### src/rtl/soc_reset_ctrl.sv
`default_nettype none
// ============================================================================
// Module   : soc_reset_ctrl
// Purpose  : Merges HPS, KEY and optional watchdog (SOC_RESET_CTRL_WDT_EN)
//            resets into one stretched reset; records cause and count.
// Revision : 1.0
// ============================================================================
module soc_reset_ctrl #(
    parameter int HOLD_CYCLES = 1024,
    parameter int WDT_TIMEOUT = 24000000,
    parameter int WDT_W       = 25
) (
    input  logic       wb_clk,
    input  logic       wb_rst,
    input  logic       hps_rst_req_i,
    input  logic       key_rst_n_i,
    input  logic       wdt_kick_i,
    output logic       soc_rst_o,
    output logic [3:0] rst_cause_o,
    output logic [7:0] rst_count_o
);

    localparam int CNT_W = (HOLD_CYCLES > 2) ? $clog2(HOLD_CYCLES) : 1;
    localparam logic [CNT_W-1:0] c_hold_load = CNT_W'(HOLD_CYCLES - 1);

    typedef enum logic [1:0] {
        S_HOLD     = 2'd0,
        S_WAIT_REL = 2'd1,
        S_RUN      = 2'd2
    } state_t;

    state_t           r_state;
    logic [CNT_W-1:0] r_cnt;
    logic             r_soc_rst;
    logic [3:0]       r_cause;
    logic [7:0]       r_count;
    logic             r_hps_meta, r_hps_s;
    logic             r_key_meta, r_key_n_s;
    logic             w_wdt_fire;
    logic             w_req;

    // Synchronisers come out of reset at the inactive level of each source
    always_ff @(posedge wb_clk or posedge wb_rst) begin
        if (wb_rst) begin
            r_hps_meta <= 1'b0;
            r_hps_s    <= 1'b0;
            r_key_meta <= 1'b1;
            r_key_n_s  <= 1'b1;
        end else begin
            r_hps_meta <= hps_rst_req_i;
            r_hps_s    <= r_hps_meta;
            r_key_meta <= key_rst_n_i;
            r_key_n_s  <= r_key_meta;
        end
    end

`ifdef SOC_RESET_CTRL_WDT_EN
    localparam logic [WDT_W-1:0] c_wdt_last = WDT_W'(WDT_TIMEOUT - 1);
    logic [WDT_W-1:0] r_wdt_cnt;

    // A kick on the terminal-count cycle suppresses the fire
    assign w_wdt_fire = (r_state == S_RUN) && (r_wdt_cnt == c_wdt_last) && !wdt_kick_i;

    always_ff @(posedge wb_clk or posedge wb_rst) begin
        if (wb_rst) begin
            r_wdt_cnt <= '0;
        end else if ((r_state != S_RUN) || wdt_kick_i || w_wdt_fire) begin
            r_wdt_cnt <= '0;
        end else begin
            r_wdt_cnt <= r_wdt_cnt + 1'b1;
        end
    end
`else
    logic w_unused;
    assign w_wdt_fire = 1'b0;
    assign w_unused   = wdt_kick_i & (WDT_TIMEOUT > 0) & (WDT_W > 0);
`endif

    assign w_req = r_hps_s | ~r_key_n_s | w_wdt_fire;

    always_ff @(posedge wb_clk or posedge wb_rst) begin
        if (wb_rst) begin
            r_state   <= S_HOLD;
            r_cnt     <= c_hold_load;
            r_soc_rst <= 1'b1;
            r_cause   <= 4'b0001;
            r_count   <= 8'd0;
        end else begin
            case (r_state)
                S_HOLD: begin
                    r_soc_rst <= 1'b1;
                    if (r_cnt != '0) begin
                        r_cnt <= r_cnt - 1'b1;
                    end else if (w_req) begin
                        r_state <= S_WAIT_REL;
                    end else begin
                        r_state   <= S_RUN;
                        r_soc_rst <= 1'b0;
                    end
                end
                S_WAIT_REL: begin
                    if (!w_req) begin
                        r_state   <= S_RUN;
                        r_soc_rst <= 1'b0;
                    end
                end
                S_RUN: begin
                    if (w_req) begin
                        r_state   <= S_HOLD;
                        r_cnt     <= c_hold_load;
                        r_soc_rst <= 1'b1;
                        r_cause   <= {w_wdt_fire, ~r_key_n_s, r_hps_s, 1'b0};
                        if (r_count != 8'hFF) begin
                            r_count <= r_count + 8'd1;
                        end
                    end
                end
                default: begin
                    r_state   <= S_HOLD;
                    r_cnt     <= c_hold_load;
                    r_soc_rst <= 1'b1;
                end
            endcase
        end
    end

    assign soc_rst_o   = r_soc_rst;
    assign rst_cause_o = r_cause;
    assign rst_count_o = r_count;

endmodule
`default_nettype wire
### config.mk
export PLATFORM = sky130hd
export DESIGN_NAME = soc_reset_ctrl
export DESIGN_NICKNAME = d
export VERILOG_FILES = /design/src/rtl/soc_reset_ctrl.sv
export SDC_FILE = /design/constraint.sdc
export NUM_CORES = 1
export LEC_CHECK = 0
export BUFFER_PORTS_ARGS = -buffer_cell sky130_fd_sc_hd__buf_4
export CAP_MARGIN = 10
export CORE_AREA = 10 10 63 65
export CTS_BUF_LIST = sky130_fd_sc_hd__clkbuf_16
export CTS_CLUSTER_DIAMETER = 150
export CTS_CLUSTER_SIZE = 40
export DETAILED_ROUTE_END_ITERATION = 8
export DIE_AREA = 0 0 73 75
export GPL_TIMING_DRIVEN = 0
export PLACE_DENSITY = 0.66
export SYNTH_ARGS = -nofsm -noshare
export SYNTH_HDL_FRONTEND = slang
export SYNTH_SLANG_ARGS = --single-unit
### constraint.sdc
create_clock -name wb_clk -period 2.1 [get_ports wb_clk]
set_clock_uncertainty 0.1 [all_clocks]
set_input_delay 0.105 -clock wb_clk [delete_from_list [all_inputs] [get_ports wb_clk]]
set_output_delay 0.105 -clock wb_clk [all_outputs]
set_load 0.1 [all_outputs]
==> impl_results.md <==
* Status: finished, violations left
* Failing checks: negative hold slack
* Number of inserted diodes at 0
* HPWL after DPL at 1743 µm
* Antenna viol nets, final at 0
* Slowest stage delay, CP at 0.56 ns
* Worst-Skew Late Latency at 0.26 ns
* Maximum root-to-sink buffer count at 2
* PD cells at 1246 nW/µm²
* Minimum clock period at 2.051 ns
* Period utilization at 97.65%
* Sw Pwr at 0.6766 mW
* Synth Area in Simple Gates at 18.97%
* Sink Count at 28
* CP cell instances: inv_2, ha_2, or3b_4, or4_4, nand2_4, mux2i_1
* Async S/R FF share, synth at 100.0%
* Avg Cell Area, Syn at 11.03 µm²
* Worst Path Required at 2.19 ns
* Crit start category: flip-flop
* Starting density of the core at 48.43%
* P_leak at 0.6929 nW
* Slew Viols, Final at 0
* WS Path Type: flip-flop to flip-flop
* Area grow syn2layout at 23.45%
* Initial antenna violation count at 0
* Reg power frac at 43.1%
* Clk pwr share at 28.1%
* Crit. End Element: flip-flop
* Post-place setup slack at 0.04622 ns
* DRT Pass-1 Iters at 4
* Routed WL per cell at 14.96 µm
* NumNets Final at 150
* Hold Violations, Final at 14
* Max Cap Viol at 0
* CTS root buf: clkbuf_16
* Post-Syn Instances at 119
* Sequential area share after synthesis at 54.72%
* Slowest cell on the critical path: or4_4
* Switching share of total power at 33.51%
* CTS Buf Count at 3
* Main combinational cell family by area after synthesis: simple AND/OR/NAND/NOR gates
* Ys Warns at 0
* Largest net degree at the start of global routing at 29
* DRT iter0 DRCs at 48
* Vias in the first global route at 951
* Multiplexer share of the synthesized area at 4.671%
* Crit path max fanout at 4
* Fin Hold WS at -0.01713 ns
* Post-synth EDFFs at 0
* Worst slew margin at 32.57%
* Cell row count at 19
* Core area at 2710 µm²
* Comb power frac at 28.8%
* Number of distinct library cells after synthesis at 36
* Filler Cells Inserted at 230
* Worst Path Arrival at 2.14 ns
* Internal power component at 1.342 mW
* Ys flop type: dfstp_2
* PortBufs at 15
* All-Layer GR Usage at 10.17%
* Die H at 75 µm
* Worst vdd ir at 1.055 mV
* Clock transition at the registers of the reported paths at 0.07 ns
* Detailed Route WL at 2573 µm
* Fmax achieved at 487.7 MHz
* Post-synthesis compound-gate area fraction at 9.628%
* Adder-Cell Fraction of Synth Area at 2.860%
* Die area at 5475 µm²
* Via/cell ratio at 5.384
* Final WS setup at 0.04945 ns
* Die W at 73 µm
* Io pins at 18
* R2R cell count at 6
* Total power draw at 2.019 mW
* Finish-stage setup viols at 0
* Total number of vias at 926
* Synth Register Bits at 28
* Synth Cell Area at 1313 µm²
* Total grt overflow at 0
* TritonCTS clock tree: yes
* Routability Congestion at 0.7455
* Share of layout cells above drive strength 1 at 39.72%
* Hold WC Path Type: input port to asynchronous set/reset pin
* Max H-tree Level at 1
* DRC at 0
* Xor/xnor cell area share of the yosys netlist at 6.006%
* Net Count, Synth at 127
* First-pass GRT wire length at 4416 µm
* Measured slew at the worst slew-check pin at 1.010 ns
placed cells by master (no fill, tap or decap), types with 3 or more instances in the layout:
master	Yosys	final
a21oi_1	3	3
dfrtp_2	0	6
nand2_1	8	8
inv_1	7	5
dfstp_2	14	14
nor3_1	6	6
nor2_1	10	10
buf_4	1	18
clkbuf_16	0	3
nand3_1	6	6
dfrtp_1	14	6
mux2i_1	5	5
o21ai_0	4	4
xor2_1	7	7
o211ai_1	3	3
cell type report:
| class | instances | area (µm²) | area share [%] |
|---|---|---|---|
| sequential | 28 | 733.2 | 45.25 |
| multi-input combinational | 82 | 561.8 | 34.67 |
| clock buffer | 3 | 75.07 | 4.633 |
| timing repair buffer | 19 | 147.6 | 9.112 |
| clock inverter | 1 | 30.03 | 1.853 |
| tap | 31 | 38.79 | 2.394 |
| buffer | 1 | 7.507 | 0.4633 |
| inverter | 7 | 26.28 | 1.622 |
kinds of logic (layout without fill, tap and decap cells):
logic type / Yosys count / after routing
other cells: 1 / 1
simple gates: 46 / 46
fa+ha+maj: 3 / 3
mux: 6 / 6
buf+inv: 9 / 31
xor+xnor: 9 / 9
compound gates: 17 / 17
flops: 28 / 28
timing repair:
action,4_1_cts,5_1_grt
gates resized for setup,0,4
buffers inserted,0,2
hold buffers,2,0
setup endpoints to repair,0,7
endpoints found under the hold margin,2,0
power groups by stage:
stage,clock (mW),combinational [mW],sequential [mW]
after global routing,0.603,0.640,0.895
after global placement,0,0.527,0.860
after CTS,0.579,0.549,0.863
after floorplan,0,0.298,0.990
final,0.567,0.581,0.870
after detailed placement,0,0.538,0.870
sequential cells by signal, indices dropped and copies added (netlist names), 2 cells and up:
signal	cells
r_state	2
r_cnt	10
rst_cause_o	3
rst_count_o	8
critical path: cells and delay by family (launching register included):
kind,cells,cell delay (ns)
fa+ha+maj,1,0.17
mux,1,0.20
flops,1,0.39
buf+inv,1,0.07
simple gates,3,1.04
metrics by stage:
step / setup TNS (ns) / std cells / utilization, % / area, µm²
5_1_grt: -0.01447 / 172 / 59.79 / 1620
2_1_floorplan: 0 / 119 / - / 1328
6_report: 0 / 172 / 59.79 / 1620
3_5_place_dp: 0 / 165 / 54.57 / 1479
3_3_place_gp: 0 / 165 / 54.57 / 1479
4_1_cts: 0 / 171 / 59.19 / 1604
Yosys cell counts (3+ instances only):
cell	n	share of area [%]
inv_1	7	2.0
o211ai_1	3	1.7
nand3_1	6	2.3
mux2i_1	5	3.8
ha_1	3	2.9
nor3_1	6	2.3
a21oi_1	3	1.1
o21ai_0	4	1.5
nor2_1	10	2.9
nand2_1	8	2.3
dfrtp_1	14	27
xor2_1	7	4.7
dfstp_2	14	28
worst paths after layout:
check / start / endpoint / slack [ns]
max in group asynchronous: wb_rst / rst_count_o[0]$_DFFE_PP0P_ / 1.19
setup reg to reg: r_cnt[0]$_DFFE_PP1P_ / r_cnt[0]$_DFFE_PP1P_ / 0.05
hold reg to reg: r_hps_meta$_DFF_PP0_ / r_hps_s$_DFF_PP0_ / 0.25
min in group wb_clk: r_hps_meta$_DFF_PP0_ / r_hps_s$_DFF_PP0_ / 0.25
setup / recovery: r_cnt[0]$_DFFE_PP1P_ / r_cnt[0]$_DFFE_PP1P_ / 0.05
hold / removal: wb_rst / rst_count_o[6]$_DFFE_PP0P_ / -0.02
routing by layer:
layer  vias up  GRT usage (%)  part of all wire [%]
li1        459              -                     -
met1       450          11.82                    45
met2        15          16.71                    49
met3         2          3.022                   5.0
met4         0          5.063                  0.62
met5         -              0                     0
Note: power is estimated with default switching activity, not from simulation.
